$ cat src/rtl/eth_pkg.sv
// Shared Ethernet datapath types: RMII dibit, transmit-arbiter states and the standard inter-packet gap.
package eth_pkg;

    typedef logic [1:0] dibit_t;

    typedef enum logic [1:0] {
        ST_IDLE  = 2'd0,
        ST_GRANT = 2'd1,
        ST_XMIT  = 2'd2,
        ST_GAP   = 2'd3
    } txarb_state_t;

    // 96 bit times at 2 bits per RMII cycle.
    localparam int ETH_IFG_DIBITS = 48;

    // Width of the inter-packet gap counter.
    localparam int TXARB_GAP_W = 8;

endpackage

$ cat src/rtl/txarb_gap_timer.sv
// Loadable down-counter that saturates at zero; done_o is high while the count is zero.
module txarb_gap_timer #(
    parameter int W = 8
) (
    input  logic         clk,
    input  logic         rst,
    input  logic         load_i,
    input  logic [W-1:0] val_i,
    input  logic         dec_i,
    output logic         done_o
);

    logic [W-1:0] cnt_q;
    logic [W-1:0] cnt_d;

    always_comb begin
        cnt_d = cnt_q;
        if (load_i) begin
            cnt_d = val_i;
        end else if (dec_i && (cnt_q != '0)) begin
            cnt_d = cnt_q - W'(1);
        end
    end

    always_ff @(posedge clk or posedge rst) begin
        if (rst) begin
            cnt_q <= '0;
        end else begin
            cnt_q <= cnt_d;
        end
    end

    assign done_o = (cnt_q == '0);

endmodule

$ cat src/rtl/eth_tx_arbiter.sv
// Two-source RMII transmit arbiter: whole-packet round-robin grants, 1-cycle registered data path,
// enforced inter-packet gap. Define TXARB_TIMEOUT_EN to drop a grant whose source never starts sending.
module eth_tx_arbiter
    import eth_pkg::*;
#(
    parameter int IFG_DIBITS    = ETH_IFG_DIBITS,
    parameter int START_TIMEOUT = 1024
) (
    input  logic       clk,
    input  logic       rst,
    input  logic       req0,
    input  logic       req1,
    output logic       gnt0,
    output logic       gnt1,
    input  logic       axiiv0,
    input  logic [1:0] axiid0,
    input  logic       axiiv1,
    input  logic [1:0] axiid1,
    output logic       axiov,
    output logic [1:0] axiod,
    output logic       busy
);

    if ((IFG_DIBITS < 1) || (IFG_DIBITS > 255) || (START_TIMEOUT < 2) || (START_TIMEOUT > 65535)) begin : g_bad_param
        $error("eth_tx_arbiter: IFG_DIBITS or START_TIMEOUT out of range");
    end

    txarb_state_t state_q;
    logic         sel_q;
    logic         last_q;
    logic         gnt0_q;
    logic         gnt1_q;
    logic         axiov_q;
    dibit_t       axiod_q;

    logic         g_req;
    logic         g_vld;
    dibit_t       g_dat;
    logic         win;

    logic         gap_load;
    logic         gap_dec;
    logic         gap_done;

    always_comb begin
        g_req = sel_q ? req1   : req0;
        g_vld = sel_q ? axiiv1 : axiiv0;
        g_dat = sel_q ? axiid1 : axiid0;
        // On a tie the source that was not served last wins.
        if (req0 && req1) begin
            win = ~last_q;
        end else begin
            win = req1;
        end
    end

    assign gap_load = (state_q == ST_XMIT) && !g_vld;
    assign gap_dec  = (state_q == ST_GAP);

    txarb_gap_timer #(
        .W (TXARB_GAP_W)
    ) u_gap (
        .clk    (clk),
        .rst    (rst),
        .load_i (gap_load),
        .val_i  (TXARB_GAP_W'(IFG_DIBITS - 1)),
        .dec_i  (gap_dec),
        .done_o (gap_done)
    );

`ifdef TXARB_TIMEOUT_EN
    localparam int TO_W = $clog2(START_TIMEOUT + 1);

    logic to_load;
    logic to_dec;
    logic to_done;

    assign to_load = (state_q == ST_IDLE) && (req0 || req1);
    assign to_dec  = (state_q == ST_GRANT);

    txarb_gap_timer #(
        .W (TO_W)
    ) u_timeout (
        .clk    (clk),
        .rst    (rst),
        .load_i (to_load),
        .val_i  (TO_W'(START_TIMEOUT - 1)),
        .dec_i  (to_dec),
        .done_o (to_done)
    );
`endif

    always_ff @(posedge clk or posedge rst) begin
        if (rst) begin
            state_q <= ST_IDLE;
            sel_q   <= 1'b0;
            last_q  <= 1'b1;
            gnt0_q  <= 1'b0;
            gnt1_q  <= 1'b0;
            axiov_q <= 1'b0;
            axiod_q <= 2'b00;
        end else begin
            axiov_q <= 1'b0;
            axiod_q <= 2'b00;
            case (state_q)
                ST_IDLE: begin
                    if (req0 || req1) begin
                        sel_q   <= win;
                        gnt0_q  <= ~win;
                        gnt1_q  <= win;
                        state_q <= ST_GRANT;
                    end
                end
                ST_GRANT: begin
                    if (g_vld) begin
                        axiov_q <= 1'b1;
                        axiod_q <= g_dat;
                        state_q <= ST_XMIT;
                    end else if (!g_req) begin
                        // Abandoned grant: priority is left untouched.
                        gnt0_q  <= 1'b0;
                        gnt1_q  <= 1'b0;
                        state_q <= ST_IDLE;
                    end
`ifdef TXARB_TIMEOUT_EN
                    else if (to_done) begin
                        gnt0_q  <= 1'b0;
                        gnt1_q  <= 1'b0;
                        last_q  <= sel_q;
                        state_q <= ST_IDLE;
                    end
`endif
                end
                ST_XMIT: begin
                    if (g_vld) begin
                        axiov_q <= 1'b1;
                        axiod_q <= g_dat;
                    end else begin
                        gnt0_q  <= 1'b0;
                        gnt1_q  <= 1'b0;
                        last_q  <= sel_q;
                        state_q <= ST_GAP;
                    end
                end
                ST_GAP: begin
                    if (gap_done) begin
                        state_q <= ST_IDLE;
                    end
                end
                default: state_q <= ST_IDLE;
            endcase
        end
    end

    assign gnt0  = gnt0_q;
    assign gnt1  = gnt1_q;
    assign axiov = axiov_q;
    assign axiod = axiod_q;
    assign busy  = (state_q != ST_IDLE);

endmodule
$ cat config.mk
export PLATFORM = sky130hd
export DESIGN_NAME = eth_tx_arbiter
export DESIGN_NICKNAME = d
export VERILOG_FILES = /design/src/rtl/eth_pkg.sv /design/src/rtl/txarb_gap_timer.sv /design/src/rtl/eth_tx_arbiter.sv
export SDC_FILE = /design/constraint.sdc
export NUM_CORES = 1
export LEC_CHECK = 0
export ABC_AREA = 0
export CAP_MARGIN = 20
export CELL_PAD_IN_SITES_DETAIL_PLACEMENT = 0
export CELL_PAD_IN_SITES_GLOBAL_PLACEMENT = 1
export CORE_UTILIZATION = 24
export CTS_CLUSTER_DIAMETER = 100
export DETAILED_ROUTE_END_ITERATION = 6
export PLACE_DENSITY = 0.58
export SETUP_SLACK_MARGIN = 0.05
export SLEW_MARGIN = 20
export SYNTH_ARGS = -nofsm -noshare
export SYNTH_HDL_FRONTEND = slang
export SYNTH_SLANG_ARGS = --single-unit
$ cat constraint.sdc
create_clock -name clk -period 3.72 [get_ports clk]
set_input_delay 0.558 -clock clk [delete_from_list [all_inputs] [get_ports clk]]
set_output_delay 0.558 -clock clk [all_outputs]
set_load 0.03 [all_outputs]
-- After elaboration in Yosys (flattened, before gate mapping)
Index checks and enable logic that the tools add are counted.
- output and inout port bits: 6
- bits in registers: 17
- input bits: 10
- add/sub/neg operators: 1
- multiplexer cells: 23
- equality and inequality tests: 9
- reduce and logical (&&, ||, !) cells: 16
- bitwise gates (word level): 3
- operator list (operator ; count):
    two-way mux 2 bit ; 8
    two-way mux 8 bit ; 2
    two-way mux 1 bit ; 10
    inequality test 2 bit, second input constant ; 5
    zero test 8 bit ; 1
    one-hot mux 2 bit (4 select lines) ; 1
    nonzero test 8 bit ; 1
    subtractor 8 x 1 -> 8 bit, second input constant ; 1
    one-hot mux 1 bit (3 select lines) ; 2
    AND reduction 5 bit ; 1
    == test 2 bit, second input constant ; 2
    AND reduction 2 bit ; 2
    AND reduction 4 bit ; 1
    nonzero test 2 bit ; 2
    logical AND 1 bit ; 3
    inequality test 3 bit, second input constant ; 1
    NOT 1 bit ; 3
    nonzero test 3 bit ; 1
    == test 2 x 1 -> 1 bit, second input constant ; 1
    zero test 2 bit ; 1
    OR reduction 2 bit ; 1
    zero test 1 bit ; 1
    logical OR 1 bit ; 1

-- Depth between registers and ports, before layout
- depth after elaboration: 5
- gate-level depth with buffers: 6

-- Hierarchy
Synthesis repeated with hierarchy kept, for this count alone.
- cell total of the unflattened synthesis: 108
- area, all modules: 1051.0 sq um
- by module, submodules not included (module ; cells an instance ; instances ; area an instance (sq um) ; sequential area each (sq um)):
    eth_tx_arbiter ; 55 ; 1 ; 555.5 ; 226.5
    txarb_gap_timer ; 53 ; 1 ; 495.5 ; 200.2

-- Least setup slack after synthesis
No wires, ideal clock.
- kind: reg-to-reg
- from: register u_gap.cnt_q[2]
- to: register u_gap.cnt_q[7]
- data required time: 3.643 ns
- setup slack: 1.987 ns
- stages on the path, launching flop included: 5
- arrival: 1.655 ns
- cell sequence: dfrtp_1 -> or4_1 -> buf_2 -> or4_1 -> a21oi_1
- cells in the longest elaborated chain, start to end: 3
- elaborated cells between the ends (all ways): 6
- RTL lines (what ; line ; RTL):
    from (decl) ; txarb_gap_timer.sv:13 ; logic [W-1:0] cnt_q;
    from (signal assigned) ; txarb_gap_timer.sv:29 ; cnt_q <= cnt_d;
    subtractor 8 x 1 -> 8 bit / nonzero test 8 bit (equally long branches) ; txarb_gap_timer.sv:21, txarb_gap_timer.sv:20 ;
    two-way mux 8 bit / logical AND 1 bit (equally long branches) ; txarb_gap_timer.sv:20 ; end else if (dec_i && (cnt_q != '0)) begin
    two-way mux 8 bit / nonzero test 2 bit (equally long branches) ; n/a ;
Parallel ways exist; a longest one is shown, timed or not. The select of a mux whose other input is x is not followed.
A chain may end at the register's enable or synchronous reset.

-- Worst setup path after layout
- from: register state_q[0]
- to: output busy
- cells in the longest elaborated chain, start to end: 1
- RTL lines (what ; line ; RTL):
    from (decl) ; eth_tx_arbiter.sv:28 ; txarb_state_t state_q;
    from (signal assigned) ; eth_tx_arbiter.sv:95 ; state_q <= ST_IDLE;
    from (signal assigned) ; eth_tx_arbiter.sv:111 ; state_q <= ST_GRANT;
    from (signal assigned) ; eth_tx_arbiter.sv:118 ; state_q <= ST_XMIT;
    nonzero test 2 bit ; eth_tx_arbiter.sv:159 ; assign busy = (state_q != ST_IDLE);
    to (decl) ; eth_tx_arbiter.sv:21 ; output logic busy
Every way passes these cells.

==> flow_metrics.env <==
export IMPL_grt_max_degree=18
export IMPL_design_core_area_um2=3770
export IMPL_clock_fmax_ghz=0.437
export IMPL_rsz0062_at_grt="no"
export IMPL_switching_power_uw=73.4
export IMPL_end_kind="output port"
export IMPL_cts_tree="yes"
export IMPL_cts_path_max_buffers=2
export IMPL_clkPwrFrac=0.393
export IMPL_drv_cap=0
export IMPL_max_slew_worst_pin_slew_ps=660
export IMPL_final_max_slew_viol_count=0
export IMPL_layout_drive_gt1_share=0.0517
export IMPL_regArea_um2=427
export IMPL_hp_class="register to register"
export IMPL_comb_power_share=0.072
export IMPL_worstHoldStart="gnt0"
export IMPL_crit_top_cell="inv_1"
export IMPL_crit_required_ps=3160
export IMPL_async_flop_share=1.00
export IMPL_wl_per_cell_um=11.1
export IMPL_cts_sinks=17
export IMPL_critPathKind="register to output port"
export IMPL_synth_area_leaders="dfrtp_1, ha_1, mux2i_1"
export IMPL_multi_input_area_um2=498
export IMPL_area_growth_pct=25.4
export IMPL_irDropWorstVdd_mv=0.0884
export IMPL_crit_path_top_delay_cell="clkdlybuf4s50_1"
export IMPL_fin_crit_ps=2290
export IMPL_power_frac_seq=0.535
export IMPL_start_kind="register"
export IMPL_yosys_area_top_type="dfrtp_1"
export IMPL_synth_area_um2=965
export IMPL_hold_violations=0
export IMPL_syn_num_nets=115
export IMPL_ios=16
export IMPL_die_width_um=65.4
export IMPL_r2r_start="u_gap.cnt_q[2]"
export IMPL_drt_pass1_iter_count=4
export IMPL_place_hpwl_mm=1.46
export IMPL_worstPathArrival_ps=1730
export IMPL_via_per_inst=4.54
export IMPL_start_util=0.256
export IMPL_track_usage=0.0981
export IMPL_yosysUniqueCellTypes=33
export IMPL_yosysMostFrequentCell="dfrtp_1"
export IMPL_path_cells="inv_1 -> ha_1 -> inv_1 -> clkdlybuf4s50_1"
export IMPL_setup_viol=0
export IMPL_intPower_uw=275
export IMPL_ant_nets=0
export IMPL_max_stage_delay_ps=660
export IMPL_die_h_um=65.4
export IMPL_status="finished clean"
export IMPL_antenna_found_initial=0
export IMPL_root_buffer="clkbuf_8"
export IMPL_power_density_nw_per_um2=288
export IMPL_crit_start="state_q[0]"
export IMPL_total_power_uw=349
export IMPL_postSynthCellCount=99
export IMPL_drc=0
export IMPL_diodes=0
export IMPL_ys_ff_latch=17
export IMPL_gr_total_overflow=0
export IMPL_power_share_switching=0.211
export IMPL_yosysWarnings=0
export IMPL_route_final_wire_length_mm=1.82
export IMPL_grt_pass1_vias=723
export IMPL_ys_seq_area_frac=0.442
export IMPL_place_congestion=0.783
export IMPL_num_rows=22
export IMPL_cellLeakagePower_uw=0.000497
export IMPL_postCtsSetupBuffers=0
export IMPL_synthFlopType="dfrtp_1"
export IMPL_tns_ps=0
export IMPL_io_buffer_count=15
export IMPL_postSynthAreaPerCell_um2=9.74
export IMPL_synthTopCellsByCount="dfrtp_1, nor2_1, nand2_1"
export IMPL_path_max_fanout=5
export IMPL_post_cts_resize_count=0
export IMPL_final_setup_skew_ps=2.46
export IMPL_path_clk_slew_ps=70
export IMPL_period_share=0.615
export IMPL_slew_headroom=0.559
export IMPL_synth_top_area_frac=0.415
export IMPL_synth_edf_count=0
export IMPL_insertion_delay_ps=250
export IMPL_h_tree_depth=1
export IMPL_grt_pass1_wl_mm=3.20
export IMPL_die_area_um2=4280
export IMPL_fillers=387
export IMPL_hold_buffers=0
export IMPL_vias=744
export IMPL_dr_first_iter_drc_count=15
export IMPL_fin_nets=133
export IMPL_cts_made_buffers=3
[power groups by stage]
| stage | Sequential (uW) | Combinational [uW] | Clock, uW |
|---|---|---|---|
| after global routing | 186 | 27.8 | 150 |
| final | 186 | 25.0 | 137 |
| after detailed placement | 190 | 25.7 | 0 |
| after global placement | 190 | 25.5 | 0 |
| after floorplan | 192 | 8.07 | 0 |
| after CTS | 186 | 25.7 | 143 |
[through the flow]
stage | cells | utilization | setup slack [ps] | instance area [um2] | hold slack (ps)
6_report | 164 | 0.321 | 1430 | 1210 | 490
3_3_place_gp | 160 | 0.309 | 1620 | 1160 | 478
3_5_place_dp | 160 | 0.309 | 1610 | 1160 | 481
2_1_floorplan | 99 | - | 1990 | 965 | 483
4_1_cts | 164 | 0.321 | 1410 | 1210 | 496
5_1_grt | 164 | 0.321 | 1340 | 1210 | 513
[registers in the layout, indices dropped and copies added (netlist names), named ones only]
signal       flops
u_gap.cnt_q      8
gnt1             1
axiod            2
axiov            1
gnt0             1
last_q           1
sel_q            1
state_q          1
[layout by cell type (no fill, tap or decap), drive strengths merged, types with 2 or more instances in the layout]
| cell | instances |
|---|---|
| or4 | 3 |
| xor2 | 3 |
| inv | 8 |
| o2111ai | 2 |
| clkdlybuf4s50 | 15 |
| nand3 | 2 |
| nor3b | 2 |
| nor2 | 10 |
| mux2i | 5 |
| nand2 | 9 |
| nor2b | 2 |
| o211ai | 3 |
| ha | 6 |
| dfrtp | 16 |
| mux2 | 3 |
| clkbuf | 4 |
| o21ai | 5 |
| a21oi | 5 |
[area by class of cell]
type	count	area share
inverters	8	0.0248
well taps	48	0.0496
clock buffers	4	0.0372
multi-input cells	72	0.412
repair buffers	15	0.124
flip-flops and latches	17	0.353
[worst paths after layout]
kind | end | slack (ps) | cells after the start
setup / recovery | busy | 1430 | 4
hold / removal | gnt0 | 490 | 1
setup reg to reg | u_gap.cnt_q[7] | 1850 | 3
hold reg to reg | gnt0 | 490 | 1
max in group asynchronous | gnt0 | 2600 | 2
min in group asynchronous | u_gap.cnt_q[3] | 700 | 2
[critical path: cells and delay by family (launching register included)]
kind	cells	cell delay, ps
adder cells (fa/ha/maj)	1	260
flip-flops	1	400
buffers and inverters	3	830
[logic make-up (layout without fill, tap and decap cells)]
logic type,Yosys count,after routing,synth area share
and+or+nand+nor,35,35,0.185
AOI/OAI and AO/OA,19,19,0.130
DFF,17,17,0.442
buffers and inverters,10,27,0.0415
muxes,8,8,0.0869
adders and majority gates,6,6,0.0778
xor gates and xnor gates,4,4,0.0363
[metal layers]
metal,share of wire,track usage,vias up
li1,-,-,380
met1,0.48,0.129,356
met2,0.50,0.159,8
met3,0.024,0.0156,0
met4,0,0.0408,0
met5,0,0,-
Note: power is estimated with default switching activity, not from simulation.
